## config.mk

```make
export PLATFORM = sky130hd
export DESIGN_NAME = warmboot_ctrl
export DESIGN_NICKNAME = d
export VERILOG_FILES = /design/src/rtl/warmboot_ctrl.sv
export SDC_FILE = /design/constraint.sdc
export NUM_CORES = 1
export LEC_CHECK = 0
export ABC_AREA = 1
export BUFFER_PORTS_ARGS = -buffer_cell sky130_fd_sc_hd__buf_2
export CAP_MARGIN = 5
export CORE_MARGIN = 5
export CORE_UTILIZATION = 40
export CTS_BUF_LIST = sky130_fd_sc_hd__clkbuf_16
export DETAILED_ROUTE_END_ITERATION = 10
export PLACE_DENSITY = 0.65
export SLEW_MARGIN = 20
export SYNTH_ARGS = -nofsm -noshare
export SYNTH_HDL_FRONTEND = slang
export SYNTH_SLANG_ARGS = --single-unit
```

## constraint.sdc

```tcl
create_clock -name clk -period 3.25 [get_ports clk]
set_input_delay 0.1625 -clock clk [delete_from_list [all_inputs] [get_ports clk]]
set_output_delay 0.1625 -clock clk [all_outputs]
set_load 0.01 [all_outputs]
```

## src/rtl/warmboot_ctrl.sv

```systemverilog
// warmboot_ctrl -- button / warmboot controller for iCE40 designs.
//
// A debounced button chooses between a user-logic reset (short press) and
// a warmboot into DFU_SLOT (long press). An external request can boot any
// slot. The chosen slot and BOOT bit feed an SB_WARMBOOT primitive. Once
// BOOT is set, the outputs hold until rst_n is asserted.
//
// Optional build macro WARMBOOT_CTRL_MULTICLICK_EN:
//   Short presses are collected into a click count.
//   GAP_TICKS of silence resolves the count:
//     1 click      -> reset pulse
//     2 or 3 clicks -> boot slot 2 or 3
//
// Ports:
//   clk      system clock
//   rst_n    asynchronous active-low reset
//   btn_in   raw button pad (unsynchronised, polarity set by BTN_INV)
//   tick     single-cycle timebase strobe; all counters advance on it
//   ext_sel  slot for an external boot request
//   ext_req  external boot request (level sampled every cycle)
//   btn_val  filtered button level, 1 = pressed
//   armed    set once the button has been released for ARM_TICKS
//   rst_req  one-cycle user-logic reset request
//   wb_sel   slot driven to SB_WARMBOOT S1:S0
//   wb_boot  SB_WARMBOOT BOOT, sticky
module warmboot_ctrl #(
  parameter int CNT_W      = 12,
  parameter int FLT_TICKS  = 4,
  parameter int ARM_TICKS  = 500,
  parameter int LONG_TICKS = 2000,
  parameter int GAP_TICKS  = 400,
  parameter int BTN_INV    = 1,
  parameter int DFU_SLOT   = 1
) (
  input  logic       clk,
  input  logic       rst_n,
  input  logic       btn_in,
  input  logic       tick,
  input  logic [1:0] ext_sel,
  input  logic       ext_req,
  output logic       btn_val,
  output logic       armed,
  output logic       rst_req,
  output logic [1:0] wb_sel,
  output logic       wb_boot
);

  localparam logic [2:0] S_DISARMED = 3'd0;
  localparam logic [2:0] S_ARMED    = 3'd1;
  localparam logic [2:0] S_PRESSED  = 3'd2;
  localparam logic [2:0] S_GAP      = 3'd3;
  localparam logic [2:0] S_COMMIT   = 3'd4;
  localparam logic [2:0] S_BOOT     = 3'd5;
  localparam logic [2:0] S_DONE     = 3'd6;

  localparam logic             INV     = (BTN_INV != 0);
  localparam logic [CNT_W-1:0] FLT_M1  = CNT_W'(FLT_TICKS - 1);
  localparam logic [CNT_W-1:0] ARM_M1  = CNT_W'(ARM_TICKS - 1);
  localparam logic [CNT_W-1:0] LONG_C  = CNT_W'(LONG_TICKS);
  localparam logic [1:0]       DFU_SEL = 2'(DFU_SLOT);

  // The synchroniser resets to the "released" pad level. This keeps the
  // filter from seeing a phantom press right after reset.
  logic             sync1_q, sync2_q;
  logic             btn_val_q, btn_val_d, btn_prev_q;
  logic [CNT_W-1:0] flt_cnt_q, flt_cnt_d;
  logic [CNT_W-1:0] hold_q, hold_d;
  logic [2:0]       state_q, state_d;
  logic [1:0]       target_q, target_d;
  logic [1:0]       wb_sel_q, wb_sel_d;
  logic             wb_boot_q, wb_boot_d;
  logic             armed_q, armed_d;
  logic             rst_req_q, rst_req_d;
`ifdef WARMBOOT_CTRL_MULTICLICK_EN
  logic [1:0]       clicks_q, clicks_d;
`endif

  logic lvl, press_evt, rel_evt, ext_ok;

  assign lvl       = sync2_q ^ INV;
  assign press_evt = btn_val_q & ~btn_prev_q;
  assign rel_evt   = ~btn_val_q & btn_prev_q;
  assign ext_ok    = ext_req & ((state_q == S_DISARMED) | (state_q == S_ARMED) |
                                (state_q == S_PRESSED)  | (state_q == S_GAP));

  // Button filter: a new level must survive FLT_TICKS consecutive ticks.
  always_comb begin
    flt_cnt_d = flt_cnt_q;
    btn_val_d = btn_val_q;
    if (lvl == btn_val_q) begin
      flt_cnt_d = '0;
    end else if (tick) begin
      if (flt_cnt_q == FLT_M1) begin
        btn_val_d = ~btn_val_q;
        flt_cnt_d = '0;
      end else begin
        flt_cnt_d = flt_cnt_q + 1'b1;
      end
    end
  end

  always_comb begin
    state_d   = state_q;
    hold_d    = hold_q;
    target_d  = target_q;
    wb_sel_d  = wb_sel_q;
    wb_boot_d = wb_boot_q;
    armed_d   = armed_q;
    rst_req_d = 1'b0;
`ifdef WARMBOOT_CTRL_MULTICLICK_EN
    clicks_d  = clicks_q;
`endif
    if (ext_ok) begin
      // External request wins over any button event in the same cycle.
      target_d = ext_sel;
      state_d  = S_COMMIT;
      hold_d   = '0;
`ifdef WARMBOOT_CTRL_MULTICLICK_EN
      clicks_d = '0;
`endif
    end else begin
      case (state_q)
        S_DISARMED: begin
          if (btn_val_q) begin
            hold_d = '0;
          end else if (tick) begin
            if (hold_q == ARM_M1) begin
              state_d = S_ARMED;
              armed_d = 1'b1;
              hold_d  = '0;
            end else begin
              hold_d = hold_q + 1'b1;
            end
          end
        end
        S_ARMED: begin
          if (press_evt) begin
            state_d = S_PRESSED;
            hold_d  = '0;
          end
        end
        S_PRESSED: begin
          if (rel_evt) begin
            hold_d = '0;
            if (hold_q == LONG_C) begin
              target_d = DFU_SEL;
              state_d  = S_COMMIT;
`ifdef WARMBOOT_CTRL_MULTICLICK_EN
              clicks_d = '0;
`endif
            end else begin
`ifdef WARMBOOT_CTRL_MULTICLICK_EN
              clicks_d = (clicks_q == 2'd3) ? 2'd3 : clicks_q + 2'd1;
              state_d  = S_GAP;
`else
              rst_req_d = 1'b1;
              state_d   = S_ARMED;
`endif
            end
          end else if (tick && (hold_q != LONG_C)) begin
            hold_d = hold_q + 1'b1;
          end
        end
`ifdef WARMBOOT_CTRL_MULTICLICK_EN
        S_GAP: begin
          if (press_evt) begin
            state_d = S_PRESSED;
            hold_d  = '0;
          end else if (tick) begin
            if (hold_q == CNT_W'(GAP_TICKS - 1)) begin
              hold_d   = '0;
              clicks_d = '0;
              if (clicks_q == 2'd1) begin
                rst_req_d = 1'b1;
                state_d   = S_ARMED;
              end else begin
                target_d = clicks_q;
                state_d  = S_COMMIT;
              end
            end else begin
              hold_d = hold_q + 1'b1;
            end
          end
        end
`endif
        // wb_sel settles one cycle before BOOT rises.
        S_COMMIT: begin
          wb_sel_d = target_q;
          state_d  = S_BOOT;
        end
        S_BOOT: begin
          wb_boot_d = 1'b1;
          state_d   = S_DONE;
        end
        S_DONE: begin
        end
        default: state_d = S_DISARMED;
      endcase
    end
  end

  always_ff @(posedge clk or negedge rst_n) begin
    if (!rst_n) begin
      sync1_q    <= INV;
      sync2_q    <= INV;
      btn_val_q  <= 1'b0;
      btn_prev_q <= 1'b0;
      flt_cnt_q  <= '0;
      hold_q     <= '0;
      state_q    <= S_DISARMED;
      target_q   <= 2'd0;
      wb_sel_q   <= 2'd0;
      wb_boot_q  <= 1'b0;
      armed_q    <= 1'b0;
      rst_req_q  <= 1'b0;
`ifdef WARMBOOT_CTRL_MULTICLICK_EN
      clicks_q   <= 2'd0;
`endif
    end else begin
      sync1_q    <= btn_in;
      sync2_q    <= sync1_q;
      btn_val_q  <= btn_val_d;
      btn_prev_q <= btn_val_q;
      flt_cnt_q  <= flt_cnt_d;
      hold_q     <= hold_d;
      state_q    <= state_d;
      target_q   <= target_d;
      wb_sel_q   <= wb_sel_d;
      wb_boot_q  <= wb_boot_d;
      armed_q    <= armed_d;
      rst_req_q  <= rst_req_d;
`ifdef WARMBOOT_CTRL_MULTICLICK_EN
      clicks_q   <= clicks_d;
`endif
    end
  end

  assign btn_val = btn_val_q;
  assign armed   = armed_q;
  assign rst_req = rst_req_q;
  assign wb_sel  = wb_sel_q;
  assign wb_boot = wb_boot_q;

endmodule

```

==> flow_metrics.tcl <==
set metrics [dict create \
    finalClockSkew_ns 0.0107 \
    grtUsageMet3_pct 2.69 \
    end_kind "flop" \
    postRouteAntennaNets 0 \
    drt_wl_total_um 4760 \
    syn_avg_cell_area_um2 7.26 \
    drv_slew 0 \
    grt_pass1_vias 1929 \
    crit_family "simple AND/OR/NAND/NOR gates" \
    cts_buffers 5 \
    critPathMaxFanout 11 \
    cts_resized 0 \
    core_area_um2 5540 \
    start_util_pct 41.4 \
    synthToLayoutAreaGrowth_pct 12.0 \
    io_pins 13 \
    drtIter0Drc 119 \
    arrival_ns 2.09 \
    root_buffer "clkbuf_16" \
    drc_errors 0 \
    syn_inst 316 \
    dieArea_um2 7350 \
    busiest_layer "met2" \
    r2r_cells 10 \
    setup_viol 0 \
    tightest_slew_ns 0.821 \
    clock_sinks 38 \
    holdWs_ns -0.0155 \
    cts_tree "yes" \
    path_buf_inv 2 \
    io_buffers 12 \
    synth_top_area_share_pct 39.3 \
    grt.total_usage_pct 14.3 \
    ys_top_cells_by_count "nand2_1, inv_1, nor2_1" \
    grt_pass1_wl_um 8450 \
    wl_per_cell_um 11.7 \
    final_layout_size_suffix_gt1_share_pct 11.9 \
    post-dp-hpwl_um 3520 \
    ys.flop_type "dfrtp_1" \
    syn-cell-area_um2 2290 \
    slowest_delay_ns 0.57 \
    rsz0062_at_grt "no" \
    path_cells "nor2_8, inv_2, nand2_1, nor2_1, nand2_2, nand2_2, inv_2, nand2_2, nand2_1, nor2_1" \
    clkTransAtPathRegs_ns 0.06 \
    rows 27 \
    power_density_nw_per_um2 476 \
    fmax_ghz 0.533 \
    hold_path_class "input port to async pin" \
    ir_drop_uv 266 \
    cp.depth 10 \
    vias 1984 \
    post_cts_buffers 0 \
    crit_type "flop to flop" \
    cts.htree.levels 2 \
    power_mw 1.22 \
    yosysSeqAreaShare_pct 41.6 \
    critical_path.startpoint_type "flop" \
    ys_async_sr_fraction_pct 100 \
    antenna_found_initial 0 \
    synth_edf_count 0 \
    viasPerCell 4.87 \
    firstDrtPassIters 4 \
    cts.path.max_buffers 2 \
    routabilityCongestion 0.872 \
    synth_area_leaders "dfrtp_1, nand2_1, nand3_1" \
    hold_violations 32 \
    diodes 0 \
    leakage_nw 1.33 \
    nNetsFinal 344 \
    syn_nets 326 \
    min_period_ns 1.88 \
    crit_top_cell "nand2_2" \
    met2_usage_pct 23.6 \
    ys_warn_count 0 \
    crit_required_ns 3.47 \
    synth.ff_latch_count 38 \
    yosysMostFrequentCell "nand2_1" \
    use_met1_pct 18.0 \
    status "finished with violations" \
    grt_max_degree 39 \
    overflow 0 \
    fill_cells 566 \
    relSlewSlack_pct 45.3 \
    synth_top_area_cell "dfrtp_1" \
    ys_types 31 \
    fp.dieW_um 85.7 \
    max-cap-violations 0 \
    fin_setup_tns_ns 0 \
    violations "negative hold slack" \
    post-route-period-util_pct 57.7 \
    die_h_um 85.7 \
    clkLatencyLatePin_ns 0.28 \
    cp_slowest_cell "dfrtp_1" \
]
-- registers in the layout, indices dropped and copies added, names as in the netlist --
signal / cells
flt_cnt_q: 12
hold_q: 12
state_q: 3
target_q: 2
wb_sel: 2
armed: 1
btn_prev_q: 1
btn_val: 1
rst_req: 1
sync1_q: 1
sync2_q: 1
wb_boot: 1
-- cells by family after synthesis --
group                      share of synthesized area (%)
adders and majority gates                           1.64
buffers and inverters                               8.51
and+or+nand+nor                                     36.2
xor gates and xnor gates                            3.82
AOI/OAI and AO/OA                                   8.24
DFF                                                 41.6
-- layout by cell type, fill, tap and decap left out, types with 5 or more instances in the layout --
cell and n:
clkbuf_16 5, a21oi_1 5, buf_2 12, inv_1 43, nand4_1 7, nand2_1 87, xor2_1 8, o21ai_0 17
nand3_1 33, nand2_2 7, dfrtp_1 36, nor2_1 38
-- metal layers --
| layer | up-vias | share of wire (%) |
|---|---|---|
| met4 | 0 | 2.4 |
| met1 | 895 | 48 |
| li1 | 1044 | - |
| met5 | - | 0 |
| met3 | 9 | 3.9 |
| met2 | 36 | 46 |
-- power by group --
group          leakage [nW]  switching, mW  internal [mW]
sequential            0.503         0.0400          0.506
clock                0.0724          0.182          0.277
combinational         0.753          0.151         0.0659
total                  1.33          0.373          0.849
-- cell type report --
type	instances	area (um^2)	share of cell area, %
Tap cell	72	90.1	3.51
Inverter	46	173	6.72
Timing Repair Buffer	13	70.1	2.73
Multi-Input combinational cell	230	1140	44.6
Sequential cell	38	953	37.1
Clock buffer	5	125	4.87
Clock inverter	3	12.5	0.487
-- path summary, 6_finish.rpt --
path	endpoint	startpoint	slack [ns]
max in group asynchronous	hold_q[7]	rst_n	2.75
max	hold_q[9]	state_q[2]	1.37
min reg2reg	sync2_q	sync1_q	0.36
min in group clk	target_q[1]	ext_sel[1]	0.11
max reg2reg	hold_q[9]	state_q[2]	1.37
min	flt_cnt_q[3]	rst_n	-0.02
-- what timing repair did --
item / in CTS / in global routing
hold buffers: 1 / 0
endpoints found under the setup margin: 0 / 0
endpoints found under the hold margin: 1 / 0
-- per-stage QoR --
step / instance area, um^2 / cells / hold WS, ns / util, % / worst slack (ns)
6_report: 2570 / 407 / -0.0155 / 46.4 / 1.37
5_1_grt: 2570 / 407 / 0.0692 / 46.4 / 1.17
4_1_cts: 2570 / 407 / 0.0144 / 46.4 / 1.35
3_5_place_dp: 2420 / 398 / 0.269 / 43.7 / 1.37
3_3_place_gp: 2420 / 398 / 0.269 / 43.7 / 1.38
2_1_floorplan: 2290 / 316 / -0.133 / - / 1.77
(Power assumes the default switching activity.)
